$ cat src/rtl/cpu_ctrl_pkg.sv
// Shared types and encodings for the CPU control path (multicycle FSM and single-cycle ALU decode).
package cpu_ctrl_pkg;

  typedef enum logic [3:0] {
    FETCH,
    DECODE,
    MEM_ADR,
    MEM_RD,
    MEM_WB,
    MEM_WR,
    EXECUTE,
    ALU_WB,
    ADDI_EX,
    ADDI_WB,
    BRANCH,
    JUMP,
    HALT
  } state_t;

  typedef enum logic [1:0] {
    ALU_ADD,
    ALU_SUB,
    ALU_FUNCT
  } alu_op_t;

  localparam logic [5:0] OP_RTYPE = 6'b000000;
  localparam logic [5:0] OP_LW    = 6'b100011;
  localparam logic [5:0] OP_SW    = 6'b101011;
  localparam logic [5:0] OP_BEQ   = 6'b000100;
  localparam logic [5:0] OP_ADDI  = 6'b001000;
  localparam logic [5:0] OP_J     = 6'b000010;

  localparam logic [5:0] FN_ADD = 6'b100000;
  localparam logic [5:0] FN_SUB = 6'b100010;
  localparam logic [5:0] FN_AND = 6'b100100;
  localparam logic [5:0] FN_OR  = 6'b100101;
  localparam logic [5:0] FN_NOR = 6'b100111;
  localparam logic [5:0] FN_SLT = 6'b101010;

  localparam logic [3:0] CTRL_AND = 4'b0000;
  localparam logic [3:0] CTRL_OR  = 4'b0001;
  localparam logic [3:0] CTRL_ADD = 4'b0010;
  localparam logic [3:0] CTRL_SUB = 4'b0110;
  localparam logic [3:0] CTRL_SLT = 4'b0111;
  localparam logic [3:0] CTRL_NOR = 4'b1100;

endpackage

$ cat src/rtl/alu_decoder.sv
// Combinational ALU control decode from the FSM's ALU operation class and the R-type funct field.
module alu_decoder
  import cpu_ctrl_pkg::*;
(
  input  alu_op_t    alu_op,
  input  logic [5:0] funct,
  output logic [3:0] alu_ctrl
);

  always_comb begin
    alu_ctrl = CTRL_ADD;
    case (alu_op)
      ALU_SUB: alu_ctrl = CTRL_SUB;
      ALU_FUNCT: begin
        // Unrecognised funct codes fall back to ADD without raising illegal.
        case (funct)
          FN_ADD:  alu_ctrl = CTRL_ADD;
          FN_SUB:  alu_ctrl = CTRL_SUB;
          FN_AND:  alu_ctrl = CTRL_AND;
          FN_OR:   alu_ctrl = CTRL_OR;
          FN_NOR:  alu_ctrl = CTRL_NOR;
          FN_SLT:  alu_ctrl = CTRL_SLT;
          default: alu_ctrl = CTRL_ADD;
        endcase
      end
      default: alu_ctrl = CTRL_ADD;
    endcase
  end

endmodule

$ cat src/rtl/multicycle_control.sv
// Multicycle CPU control FSM: one state per clock, Moore-decoded datapath controls with gated write strobes.
module multicycle_control
  import cpu_ctrl_pkg::*;
#(
  parameter bit ILLEGAL_TRAP = 1'b1
) (
  input  logic       clock,
  input  logic       reset,
  input  logic       clock_enable,
  input  logic [5:0] opcode,
  input  logic [5:0] funct,
  input  logic       zero,
  output logic       ir_write,
  output logic       pc_write,
  output logic [1:0] pc_src,
  output logic       i_or_d,
  output logic       reg_dst,
  output logic       reg_write,
  output logic       alu_src_a,
  output logic [1:0] alu_src_b,
  output logic       alu_src,
  output logic       mem_write,
  output logic       mem_to_reg,
  output logic [3:0] alu_ctrl,
  output logic       illegal,
  output logic       halted
);

  state_t  state;
  state_t  state_next;
  alu_op_t alu_op;
  logic    opcode_legal;
  logic    ir_write_d;
  logic    pc_write_d;
  logic    reg_write_d;
  logic    mem_write_d;
  logic    strobe_en;

  always_ff @(posedge clock or posedge reset) begin
    if (reset) begin
      state <= FETCH;
    end else if (clock_enable) begin
      state <= state_next;
    end
  end

  always_comb begin
    opcode_legal = 1'b0;
    case (opcode)
      OP_RTYPE, OP_LW, OP_SW, OP_BEQ, OP_ADDI, OP_J: opcode_legal = 1'b1;
      default:                                     opcode_legal = 1'b0;
    endcase
  end

  always_comb begin
    state_next = FETCH;
    case (state)
      FETCH: state_next = DECODE;
      DECODE: begin
        case (opcode)
          OP_RTYPE:     state_next = EXECUTE;
          OP_LW, OP_SW: state_next = MEM_ADR;
          OP_BEQ:       state_next = BRANCH;
          OP_ADDI:      state_next = ADDI_EX;
          OP_J:         state_next = JUMP;
          default:      state_next = ILLEGAL_TRAP ? HALT : FETCH;
        endcase
      end
      MEM_ADR: state_next = (opcode == OP_LW) ? MEM_RD : MEM_WR;
      MEM_RD:  state_next = MEM_WB;
      EXECUTE: state_next = ALU_WB;
      ADDI_EX: state_next = ADDI_WB;
      HALT:    state_next = HALT;
      default: state_next = FETCH;
    endcase
  end

  always_comb begin
    ir_write_d  = 1'b0;
    pc_write_d  = 1'b0;
    reg_write_d = 1'b0;
    mem_write_d = 1'b0;
    pc_src      = 2'd0;
    i_or_d      = 1'b0;
    reg_dst     = 1'b0;
    alu_src_a   = 1'b0;
    alu_src_b   = 2'd0;
    mem_to_reg  = 1'b0;
    alu_op      = ALU_ADD;
    case (state)
      FETCH: begin
        ir_write_d = 1'b1;
        pc_write_d = 1'b1;
        alu_src_b  = 2'd1;
      end
      DECODE: alu_src_b = 2'd3;
      MEM_ADR, ADDI_EX: begin
        alu_src_a = 1'b1;
        alu_src_b = 2'd2;
      end
      MEM_RD: i_or_d = 1'b1;
      MEM_WB: begin
        mem_to_reg  = 1'b1;
        reg_write_d = 1'b1;
      end
      MEM_WR: begin
        i_or_d      = 1'b1;
        mem_write_d = 1'b1;
      end
      EXECUTE: begin
        alu_src_a = 1'b1;
        alu_op    = ALU_FUNCT;
      end
      ALU_WB: begin
        reg_dst     = 1'b1;
        reg_write_d = 1'b1;
      end
      ADDI_WB: reg_write_d = 1'b1;
      BRANCH: begin
        alu_src_a  = 1'b1;
        alu_op     = ALU_SUB;
        pc_src     = 2'd1;
        pc_write_d = zero;
      end
      JUMP: begin
        pc_src     = 2'd2;
        pc_write_d = 1'b1;
      end
      default: ;
    endcase
  end

  alu_decoder u_alu_decoder (
    .alu_op   (alu_op),
    .funct    (funct),
    .alu_ctrl (alu_ctrl)
  );

  // Reset gating is combinational so an async reset kills strobes before the next edge.
  assign strobe_en = ~reset & clock_enable;
  assign ir_write  = ir_write_d  & strobe_en;
  assign pc_write  = pc_write_d  & strobe_en;
  assign reg_write = reg_write_d & strobe_en;
  assign mem_write = mem_write_d & strobe_en;
  assign alu_src   = (alu_src_b == 2'd2);
  assign illegal   = (state == DECODE) & ~opcode_legal & ~reset;
  assign halted    = (state == HALT) & ~reset;

endmodule
$ cat config.mk
export PLATFORM = sky130hd
export DESIGN_NAME = multicycle_control
export DESIGN_NICKNAME = d
export VERILOG_FILES = /design/src/rtl/cpu_ctrl_pkg.sv /design/src/rtl/alu_decoder.sv /design/src/rtl/multicycle_control.sv
export SDC_FILE = /design/constraint.sdc
export NUM_CORES = 1
export LEC_CHECK = 0
export CAP_MARGIN = 25
export CORE_UTILIZATION = 43
export DETAILED_ROUTE_END_ITERATION = 7
export PLACE_DENSITY_LB_ADDON = 0.15
export SYNTH_ARGS = -nofsm -noshare
export SYNTH_HDL_FRONTEND = slang
export SYNTH_SLANG_ARGS = --single-unit
$ cat constraint.sdc
create_clock -name clock -period 3.25 [get_ports clock]
set_input_delay 0.325 -clock clock [delete_from_list [all_inputs] [get_ports clock]]
set_output_delay 0.325 -clock clock [all_outputs]
set_load 0.01 [all_outputs]
==> results.ini <==
[drt]
route.detailed.drc = 0
wl_um = 1850
first_iter_violations = 27
routedWlPerCell_um = 12.6
antenna_violating_nets_post_route = 0
vias = 837
via_per_inst = 5.69
dr.pass1.iters = 4

[timing]
setup-violations-final = 0
period_minus_slack_ns = 2.95
tightest_slew_ns = 0.460
fin_ws_ns = 0.300
hold_ws_ns = 0.357
clock-skew-final_ns = 0.00936
slew_headroom_pct = 69.3
tns_ns = 0
rsz0062_at_grt = false
drv_slew = 0
finalHoldViolCount = 0
post-route-period-util_pct = 90.8
timing.fmax_mhz = 339

[yosys]
syn_area_um2 = 714
synth_seq_area_share_pct = 14.0
ys_ff_latch = 4
synth_edf_count = 0
netlist_instances = 99
synth_flop_cell = dfrtp_1
synthArstFlopShare_pct = 100
ys_types = 42
yosysWarnings = 0
syn_avg_cell_area_um2 = 7.22
syn_nets = 118

[pwr]
leakage_nw = 0.386
sw_frac_of_total_pct = 43.5
pwr_density_cell_nw_per_um2 = 497
pwr-share-seq_pct = 22.1
p_comb_share_pct = 65.9
netSwitchingPower_mw = 0.230
clkPwrFrac_pct = 12.0
power_mw = 0.528
internal-power_mw = 0.299
irDropWorstVdd_v = 0.000575

[clock_tree]
cts_tree = built
cts_buffers = 3
htreeDepth = 1
cts.sinks = 4
ctsResizeCount = 0
root_buffer = clkbuf_4
cts_buffer_depth = 2
path_clk_slew_ns = 0.04
clk_latency_ns = 0.24
cts_setup_buffers = 0
cts_hold_buf = 0

[floorplan]
rows = 14
start_util_pct = 46.9
die-height_um = 42.8
coreArea_um2 = 1520
die-width_um = 42.8
ioPinCount = 35
die_area_um2 = 1830

[global_route]
grtUsageTotal_pct = 22.0
grt_pass1_wl_um = 3090
first_global_vias = 723
antenna_found_initial = 0
grt_overflow_total = 0
grt_max_degree = 20

[critical_path]
crit_type = flop to output port
crit_fanout = 16
worst_ep_arrival_time_ns = 2.62
cp_slowest_cell = dfrtp_1
cp.buffers_inverters = 1
start_kind = flop
crit_required_ns = 2.92
cp-end-kind = output port
cp_cell_sequence = or2b_1 > or2_2 > ha_1 > nor3_1 > clkdlybuf4s50_1
cpPeakStageDelay_ns = 0.62
crit_family = simple AND/OR/NAND/NOR gates

[placed_design]
dp.final_hpwl_um = 1440
portBuffers = 34
dp.cells = 144
gp_congestion = 0.859
place_ws_ns = 0.547

[layout]
nets = 152
syn_to_final_growth_pct = 48.7
drive_gt1_share_pct = 6.87
final_cells = 147
regMostFlops = state
largestRegisters = state (4)
diodes = 0
layout_common_cells = clkdlybuf4s50_1 (34), nor2_1 (8), nand2_1 (8)
layout_commonest_cell = clkdlybuf4s50_1
largest_reg_flops = 4

[run_status]
status = complete, no violations

[flow_run]
max-cap-violations = 0

[hold_path]
hp-class = input pin to asynchronous set/reset pin

-- synth_stat cells, types with 2 or more instances --
| cell type | n | share of area [%] |
|---|---|---|
| a22o_1 | 2 | 2.5 |
| nand2b_1 | 5 | 4.4 |
| dfrtp_1 | 4 | 14 |
| clkbuf_1 | 2 | 1.1 |
| buf_6 | 2 | 3.2 |
| inv_1 | 6 | 3.2 |
| a21oi_1 | 5 | 3.5 |
| a41oi_1 | 2 | 2.5 |
| o22ai_1 | 2 | 1.8 |
| nand3b_1 | 2 | 2.1 |
| nor2_1 | 8 | 4.2 |
| nor2b_1 | 3 | 2.6 |
| o32a_1 | 2 | 2.8 |
| nand3_1 | 3 | 2.1 |
| or2b_1 | 2 | 2.1 |
| nor3b_1 | 4 | 4.2 |
| o21ai_0 | 3 | 2.1 |
| nor4b_1 | 2 | 2.5 |
| xnor2_1 | 2 | 2.5 |
| ha_1 | 3 | 5.3 |
| nand2_1 | 8 | 4.2 |
| nor3_1 | 7 | 4.9 |
-- through the flow --
step	cell area [µm²]	utilization, %
after floorplan	714	-
after global placement	1040	68.2
after detailed placement	1040	68.2
after CTS	1060	69.7
after global routing	1060	69.7
final	1060	69.7
-- worst paths after layout --
path	from	endpoint	slack (ns)	cells past startpoint
worst max-delay path	state[1]$_DFFE_PP0P_	alu_ctrl[3]	0.30	5
min in group clock	state[0]$_DFFE_PP0P_	state[0]$_DFFE_PP0P_	0.79	3
worst min-delay path	reset	state[0]$_DFFE_PP0P_	0.36	2
worst min register to register	state[0]$_DFFE_PP0P_	state[0]$_DFFE_PP0P_	0.79	3
max in group asynchronous	reset	state[2]$_DFFE_PP0P_	2.72	2
worst max register to register	state[3]$_DFFE_PP0P_	state[2]$_DFFE_PP0P_	1.74	4
-- layer usage --
metal / part of all wire [%] / up-vias / wire length (µm) / GRT usage (%)
li1: - / 433 / - / -
met1: 45 / 365 / 828 / 28.1
met2: 48 / 37 / 888 / 35.5
met3: 6.7 / 2 / 124 / 6.38
met4: 0.32 / 0 / 6 / 6.88
met5: 0 / - / 0 / 0
-- power by group through the flow --
stage / registers [mW] / logic [mW] / clock network (mW)
after floorplan: 0.0820 / 0.250 / 0
after global placement: 0.118 / 0.342 / 0
after detailed placement: 0.117 / 0.346 / 0
after CTS: 0.116 / 0.348 / 0.0658
after global routing: 0.122 / 0.384 / 0.0689
final: 0.117 / 0.348 / 0.0632
-- final cells by class --
class	instances	area, µm²
inverter	6	22.5
timing repair buffer	35	348
sequential	4	100
fill	134	462
multi-input combinational	83	549
tap	16	20.0
clock buffer	3	22.5
-- logic make-up after synthesis --
kind of cell	synth area share [%]
flops	14.0
buf+inv	9.11
simple gates	44.1
xor+xnor	2.45
fa+ha+maj	5.25
compound gates	25.0
No activity file was read; power rests on OpenSTA's default activity.
